$ cat src/rtl/seg7_scan_ctrl_pkg.sv
// Shared constants and register bundle for the seven-segment scan controller.
package seg7_scan_ctrl_pkg;

    localparam logic [6:0] SEG_BLANK  = 7'h7F;
    localparam logic [7:0] AN_OFF     = 8'hFF;
    localparam int unsigned NUM_DIGITS = 8;

    // One complete display image: hex nibbles, decimal points, digit enables.
    typedef struct packed {
        logic [31:0] data;
        logic [7:0]  dp;
        logic [7:0]  den;
    } disp_regs_t;

    localparam disp_regs_t DISP_RESET = '{data: '0, dp: '0, den: '1};

endpackage

$ cat src/rtl/seg7_scan_ctrl_hex_to_seg7.sv
// Combinational hex nibble to active-low seven-segment pattern {g,f,e,d,c,b,a}.
module hex_to_seg7
    import seg7_scan_ctrl_pkg::*;
(
    input  logic [3:0] nibble,
    output logic [6:0] seg
);

    always_comb begin
        seg = SEG_BLANK;
        case (nibble)
            4'h0: seg = 7'h40;
            4'h1: seg = 7'h79;
            4'h2: seg = 7'h24;
            4'h3: seg = 7'h30;
            4'h4: seg = 7'h19;
            4'h5: seg = 7'h12;
            4'h6: seg = 7'h02;
            4'h7: seg = 7'h78;
            4'h8: seg = 7'h00;
            4'h9: seg = 7'h10;
            4'hA: seg = 7'h08;
            4'hB: seg = 7'h03;
            4'hC: seg = 7'h46;
            4'hD: seg = 7'h21;
            4'hE: seg = 7'h06;
            4'hF: seg = 7'h0E;
            default: seg = SEG_BLANK;
        endcase
    end

endmodule

$ cat src/rtl/seg7_scan_ctrl.sv
// Time-multiplexed 8-digit seven-segment driver with frame-synchronous commit.
module seg7_scan_ctrl
    import seg7_scan_ctrl_pkg::*;
#(
    parameter int unsigned DIGIT_DIV = 50000,
    parameter int unsigned BLANK_CYC = 250,
    parameter bit          BLANK_LZ  = 1'b0
) (
    input  logic        clk,
    input  logic        rst,
    input  logic        wr_en,
    input  logic [31:0] wr_data,
    input  logic [7:0]  wr_dp,
    input  logic [7:0]  wr_den,
    output logic        upd_pending,
    output logic        frame_tick,
    output logic [7:0]  anode,
    output logic [6:0]  cathode,
    output logic        dp
);

    localparam int unsigned CNT_W = (DIGIT_DIV > 1) ? $clog2(DIGIT_DIV) : 1;

    logic [CNT_W-1:0] div_cnt;
    logic [2:0]       digit_idx;
    logic             slot_end;
    disp_regs_t       shadow;
    disp_regs_t       display;
    disp_regs_t       incoming;
    logic [7:0]       lz_blank;
    logic             upper_nz;
    logic [3:0]       cur_nibble;
    logic [6:0]       cur_seg;
    logic             digit_on;

    assign slot_end   = (div_cnt == CNT_W'(DIGIT_DIV - 1));
    assign frame_tick = slot_end && (digit_idx == 3'd7);
    assign incoming   = '{data: wr_data, dp: wr_dp, den: wr_den};

    always_ff @(posedge clk) begin
        if (rst) begin
            div_cnt   <= '0;
            digit_idx <= '0;
        end else if (slot_end) begin
            div_cnt   <= '0;
            digit_idx <= digit_idx + 3'd1;
        end else begin
            div_cnt   <= div_cnt + CNT_W'(1);
        end
    end

    // A write landing on the boundary cycle bypasses the shadow so it is never left pending.
    always_ff @(posedge clk) begin
        if (rst) begin
            shadow      <= DISP_RESET;
            display     <= DISP_RESET;
            upd_pending <= 1'b0;
        end else begin
            if (wr_en)
                shadow <= incoming;
            if (frame_tick) begin
                display     <= wr_en ? incoming : shadow;
                upd_pending <= 1'b0;
            end else if (wr_en) begin
                upd_pending <= 1'b1;
            end
        end
    end

    always_comb begin
        lz_blank = '0;
        upper_nz = 1'b0;
        for (int unsigned i = NUM_DIGITS - 1; i >= 1; i--) begin
            upper_nz    = upper_nz | (display.data[4*i +: 4] != 4'h0);
            lz_blank[i] = BLANK_LZ && !upper_nz;
        end
    end

    assign cur_nibble = display.data[{digit_idx, 2'b00} +: 4];
    assign digit_on   = display.den[digit_idx] && !lz_blank[digit_idx];

    hex_to_seg7 u_hex_to_seg7 (
        .nibble (cur_nibble),
        .seg    (cur_seg)
    );

    always_ff @(posedge clk) begin
        if (rst) begin
            anode   <= AN_OFF;
            cathode <= SEG_BLANK;
            dp      <= 1'b1;
        end else if ((div_cnt < CNT_W'(BLANK_CYC)) || !digit_on) begin
            anode   <= AN_OFF;
            cathode <= SEG_BLANK;
            dp      <= 1'b1;
        end else begin
            anode   <= ~(8'b1 << digit_idx);
            cathode <= cur_seg;
            dp      <= ~display.dp[digit_idx];
        end
    end

endmodule

$ cat config.mk
export PLATFORM = sky130hd
export DESIGN_NAME = seg7_scan_ctrl
export DESIGN_NICKNAME = d
export VERILOG_FILES = /design/src/rtl/seg7_scan_ctrl_pkg.sv /design/src/rtl/seg7_scan_ctrl_hex_to_seg7.sv /design/src/rtl/seg7_scan_ctrl.sv
export SDC_FILE = /design/constraint.sdc
export NUM_CORES = 1
export LEC_CHECK = 0
export ABC_AREA = 1
export CAP_MARGIN = 10
export CORE_MARGIN = 10
export CORE_UTILIZATION = 25
export DETAILED_ROUTE_END_ITERATION = 8
export HOLD_SLACK_MARGIN = 0.05
export PLACE_DENSITY_LB_ADDON = 0.3
export SYNTH_ARGS = -nofsm -noshare
export SYNTH_HDL_FRONTEND = slang
export SYNTH_SLANG_ARGS = --single-unit
$ cat constraint.sdc
create_clock -name clk -period 3.1 [get_ports clk]
set_input_delay 0.775 -clock clk [delete_from_list [all_inputs] [get_ports clk]]
set_output_delay 0.775 -clock clk [all_outputs]
set_load 0.05 [all_outputs]
==> results.cfg, run 1 <==
[outcome]
status = completed

[logic_synthesis]
synthCells = 768
seq_area_frac_synth_pct = 45.6
synth_top_area_share_pct = 45.6
synth_cell_types = 34
synth_edf_count = 0
synth_common_cells = nand2_1 (206), dfxtp_1 (132), inv_1 (105)
synthTopCellsByArea = dfxtp_1 (46%), nand2_1 (13%), mux2i_1 (6.9%)
synthFlopType = dfxtp_1
synth_most_common_cell = nand2_1
synth_top_area_cell = dfxtp_1
syn_avg_cell_area_um2 = 7.54
syn_nets = 831
synth_seq_cells = 132
netlist_area_um2 = 5790
async_flop_share_pct = 0
yosys_warnings = 0

[cells_and_area]
antenna_cells = 0
post-route-util_pct = 32.1
n_fill_cell = 2424
stdcell_count = 1124
syn_to_final_growth_pct = 25.7
drive_gt1_share_pct = 7.03
layout.nets = 890

[cts]
clock_sinks = 132
cts_hold_buf = 0
clkTransAtPathRegs_ps = 60
clock_latency_ps = 420
htree_levels = 4
cts_root_buf = clkbuf_16
cts_buffers = 17
tritoncts = yes
ctsResizeCount = 0
clk_path_buf_depth = 2
postCtsSetupBuffers = 0

[timing]
hold_viol = 0
fin_ws_ps = 264
min_period_ps = 2840
slew_viol_final = 0
slew_headroom_pct = 63.9
rsz0062_at_grt = false
skew_ps = 8.46
tns_ps = 0
hold_slack_ps = 451
clock.fmax_ghz = 0.353
fin_crit_sh_pct = 91.5
setup_viol = 0
tightest_slew_ps = 541

[critical_path]
cp.required_ps = 2320
worst_path_most_repeated_cell = ha_1
path_cells = ha_1, ha_1, nand4_4, inv_1, buf_12
critical_path.max_fanout = 15
critPathBufInv = 2
path_delay_family = flip-flops
cp.arrival_ps = 2060
cp_slowest_stage_delay_ps = 660
rrSetupSlack_ps = 790
cp_slowest_cell = dfxtp_1
start_kind = register
cp-end-kind = output pin
path_class = reg -> out
r2r-end = cathode[3]
rr_worst_depth = 10
reg2reg_from = digit_idx[1]

[route]
vias = 4702
drt_iter0_markers = 238
drc = 0
routed.top_layer = met4
wl_met1_um = 7100
wire_per_inst_um = 12.3
avgViaCountPerCell = 4.18
postRouteAntennaNets = 0
totalWireLength_um = 13800
wl_met3_um = 768
drtPass1Iterations = 5
dr_wl_met2_um = 5740

[min_path]
hold_start = div_cnt[0]
whs_endpoint = div_cnt[0]
hp-class = reg -> reg
min_path_cells = 1

[grt]
grt_pass1_vias = 4517
antenna_found_initial = 0
grt_use_total_pct = 9.81
grt_max_degree = 71
overflow = 0
grt_pass1_wl_um = 22900

[floorplanning]
boundaryPins = 69
core_area_um2 = 22700
initial_utilization_pct = 25.5
die_h_um = 172
rows = 55
die_w_um = 172
die_area_um2 = 29700

[power]
powerDensity_nw_per_um2 = 555
cellLeakagePower_nw = 3.60
ir_drop_v = 0.000320

[placement]
io_buffers = 68
gp_congestion = 0.785
dp_slack_ps = 698
dp_hpwl_um = 9610
post-place-cells = 1093

[run]
drv_cap = 0
## layer usage
| metal | GRT usage [%] | up-vias |
|---|---|---|
| li1 | - | 2506 |
| met1 | 13.3 | 2081 |
| met2 | 14.0 | 99 |
| met3 | 3.47 | 16 |
| met4 | 3.37 | 0 |
| met5 | 0 | - |
## power breakdown
group / leakage, nW / internal, mW / switching, mW
clock network: 0.292 / 1.27 / 0.800
registers: 1.08 / 1.74 / 0.0113
logic: 2.24 / 0.110 / 0.115
## how the worst max path moves through the flow
stage / start / to / cells after the start
after floorplan: div_cnt[0] / frame_tick / 7
after global placement: digit_idx[1] / frame_tick / 5
after detailed placement: digit_idx[1] / frame_tick / 5
after CTS: digit_idx[1] / frame_tick / 5
after global routing: digit_idx[1] / frame_tick / 5
final: digit_idx[1] / frame_tick / 5
## cells by family after synthesis
family,share of synthesized area (%)
AO/OA/AOI/OAI,6.74
XOR/XNOR,0.756
multiplexers,6.91
buffers and inverters,10.8
flip-flops,45.6
AND/OR/NAND/NOR,26.6
adder cells (fa/ha/maj),2.59
## layout by cell type (no fill, tap or decap), types with 3 or more instances in the layout
cell type        synthesis  routed
clkbuf_16                0      17
nand3b_1                 4       4
dfxtp_1                132     132
o21ai_1                 34      34
mux2i_1                 40      40
nand3_1                 51      51
a21oi_1                 22      22
o21ai_0                 22      22
nor2_2                   3       3
nand2_2                  5       5
clkinv_4                 0       4
ha_1                    12      12
xor2_1                   5       5
inv_2                    4       4
clkinv_2                 1       3
nor3_1                   3       3
clkdlybuf4s50_1          0      65
inv_1                  105     105
bufinv_16                0       3
buf_12                   0       3
nand2_1                206     206
nor2_1                  72      72
## worst register-to-register path, stage by stage, from the launching register on
cell and delay, ps:
dfxtp_1 660, inv_1 400, nand3_1 190, nand3_1 100
nand2_1 210, inv_1 100, ha_1 220, nand3_1 130
nand2_1 70, nand2_1 50, nand3_1 70
## registers in the layout, indices dropped and copies added (netlist names)
| signal | cells |
|---|---|
| div_cnt | 16 |
| digit_idx | 3 |
| cathode | 7 |
| shadow | 48 |
| display | 48 |
| upd_pending | 1 |
| dp | 1 |
| anode | 8 |
## area by class of cell
| cell class | instances | area, µm² | share of cell area, % |
|---|---|---|---|
| clock buffer | 17 | 425 | 5.84 |
| clock inverter | 14 | 179 | 2.46 |
| inverter | 111 | 418 | 5.74 |
| multi-input combinational | 493 | 2530 | 34.7 |
| sequential | 132 | 2640 | 36.3 |
| tap | 285 | 357 | 4.90 |
| timing repair buffer | 72 | 736 | 10.1 |
## through the flow
stage	power (mW)	instance area, µm²
floorplan	1.92	5790
global placement	2.01	6680
detailed placement	2.02	6680
CTS	4.10	7280
global route	4.21	7280
finish	4.04	7280
No activity file was read; power rests on OpenSTA's default activity.
==> run 2, diff against run 1 <==
--- a/config.mk
+++ b/config.mk
@@ -10,6 +10,7 @@
 export CORE_MARGIN = 10
 export CORE_UTILIZATION = 25
 export DETAILED_ROUTE_END_ITERATION = 8
+export GPL_TIMING_DRIVEN = 0
 export HOLD_SLACK_MARGIN = 0.05
 export PLACE_DENSITY_LB_ADDON = 0.3
 export SYNTH_ARGS = -nofsm -noshare
==> run 2 against run 1 <==
Against the previous run: core utilization rose by 0.44 points; sequential share of layout area down 0.49 points; register-to-register slack gained 120 ps; die area unchanged; flip-flop and latch count unchanged; non-clock buffer count rose by 27; via count rose by 2.9%; clock skew is 1.0 ps lower; clock-buffer cell count increased by 2; routed wire length rose by 7.8%; cell count is 2.5% higher; critical path type unchanged; largest cell class unchanged.
==> results.cfg, run 2 (synthesis results as in run 1) <==
[power]
clockPowerShare_pct = 49.2
sequentialPowerShare_pct = 44.7
ir_drop_v = 0.000252
p_sw_mw = 0.929
swShare_pct = 23.7
intPower_mw = 2.99
p_comb_share_pct = 6.1
powerDensity_nw_per_um2 = 531
cellLeakagePower_nw = 3.66

[cts]
clock_sinks = 132
tritoncts = yes
postCtsSetupBuffers = 0
clk_path_buf_depth = 2
clkTransAtPathRegs_ps = 60
cts_buffers = 17
htree_levels = 4
clock_latency_ps = 420
cts_hold_buf = 0
cts_root_buf = clkbuf_16

[route]
avgViaCountPerCell = 4.20
drt_iter0_markers = 293
vias = 4837
postRouteAntennaNets = 0
wire_per_inst_um = 12.9
totalWireLength_um = 14900
drtPass1Iterations = 5
drc = 0

[cells_and_area]
reg.largest.list = display (48), shadow (48), div_cnt (16)
multi_input_area_um2 = 2530
layout.nets = 917
n_fill_cell = 2471
syn_to_final_growth_pct = 27.4
drive_gt1_share_pct = 8.42
antenna_cells = 0
most-common-layout-cells = nand2_1 (206), dfxtp_1 (132), inv_1 (105), nor2_1 (72), clkdlybuf4s50_1 (66)
stdcell_count = 1152
final-seq-area_um2 = 2640
layout_commonest_cell = nand2_1

[outcome]
status = completed

[timing]
rsz0062_at_grt = false
tns_ps = 0
clock.fmax_ghz = 0.345
fin_crit_sh_pct = 93.5
min_period_ps = 2900
tightest_slew_ps = 703
skew_ps = 7.45
hold_viol = 0
slew_viol_final = 0
slew_headroom_pct = 53.1
fin_ws_ps = 202
setup_viol = 0

[critical_path]
critical_path.max_fanout = 10
cp-end-kind = output pin
r2r-end = cathode[3]
cp_slowest_stage_delay_ps = 450
cp.required_ps = 2320
path_class = reg -> out
start_kind = register
path_delay_family = adder cells
cp_slowest_cell = dfxtp_1
critPathBufInv = 2
rrSetupSlack_ps = 910
rr_worst_depth = 12
worst_path_most_repeated_cell = ha_1
path_cells = ha_1, ha_1, nand4_4, inv_1, buf_2
cp.arrival_ps = 2120
reg2reg_from = digit_idx[0]

[grt]
grt_pass1_vias = 4719
grt_max_degree = 17
grt_use_total_pct = 10.3
grt_pass1_wl_um = 23800
antenna_found_initial = 0
overflow = 0

[floorplanning]
die_w_um = 172
boundaryPins = 69
die_area_um2 = 29700
initial_utilization_pct = 25.5
die_h_um = 172
rows = 55
core_area_um2 = 22700

[placement]
gp_congestion = 0.769
dp_hpwl_um = 11000
post-place-cells = 1120
io_buffers = 67
dp_slack_ps = 57.5

[min_path]
min_path_cells = 1
hold_start = div_cnt[0]
hp-class = reg -> reg
whs_endpoint = div_cnt[0]

[run]
drv_cap = 0
==> run 2: layer usage <==
metal / global-route usage (%) / wire length, µm
met4: 2.74 / 126
met5: 0 / 0
met3: 3.58 / 954
met2: 15.4 / 6420
met1: 13.6 / 7360
==> run 2: through the flow <==
stage	instance area (µm²)	power, mW	utilization, %	hold WS (ps)
2_1_floorplan	5790	1.92	-	417
3_3_place_gp	6820	2.03	30.0	429
3_5_place_dp	6820	2.03	30.0	439
4_1_cts	7390	3.96	32.5	449
5_1_grt	7380	4.06	32.5	479
6_report	7380	3.92	32.5	446
==> run 2: worst max path at each step <==
stage	from	endpoint	slack (ps)	cells past startpoint
floorplan	div_cnt[0]	frame_tick	910	7
global placement	digit_idx[1]	frame_tick	80	5
detailed placement	digit_idx[1]	frame_tick	60	5
CTS	digit_idx[1]	frame_tick	60	5
global route	digit_idx[1]	frame_tick	80	5
finish	digit_idx[1]	frame_tick	200	5
==> run 2: cell type report <==
type                            instances  area share [%]
Clock buffer                           19            6.00
Clock inverter                         13            1.68
Tap cell                              285            4.83
Inverter                              111            5.66
Sequential cell                       132            35.8
Timing Repair Buffer                   67            9.02
Multi-Input combinational cell        493            34.2
Buffer                                 32            2.81
==> run 2: power by group through the flow <==
stage	registers, mW	logic [mW]	clock network [mW]
6_report	1.75	0.239	1.93
5_1_grt	1.75	0.266	2.04
4_1_cts	1.75	0.243	1.97
3_5_place_dp	1.79	0.242	0
3_3_place_gp	1.79	0.241	0
2_1_floorplan	1.79	0.129	0
==> run 2: repair_timing <==
action / CTS / global route
resized for setup: 3 / 2
pin swaps: 0 / 1
hold endpoints to repair: 0 / 0
setup endpoints to repair: 1 / 1
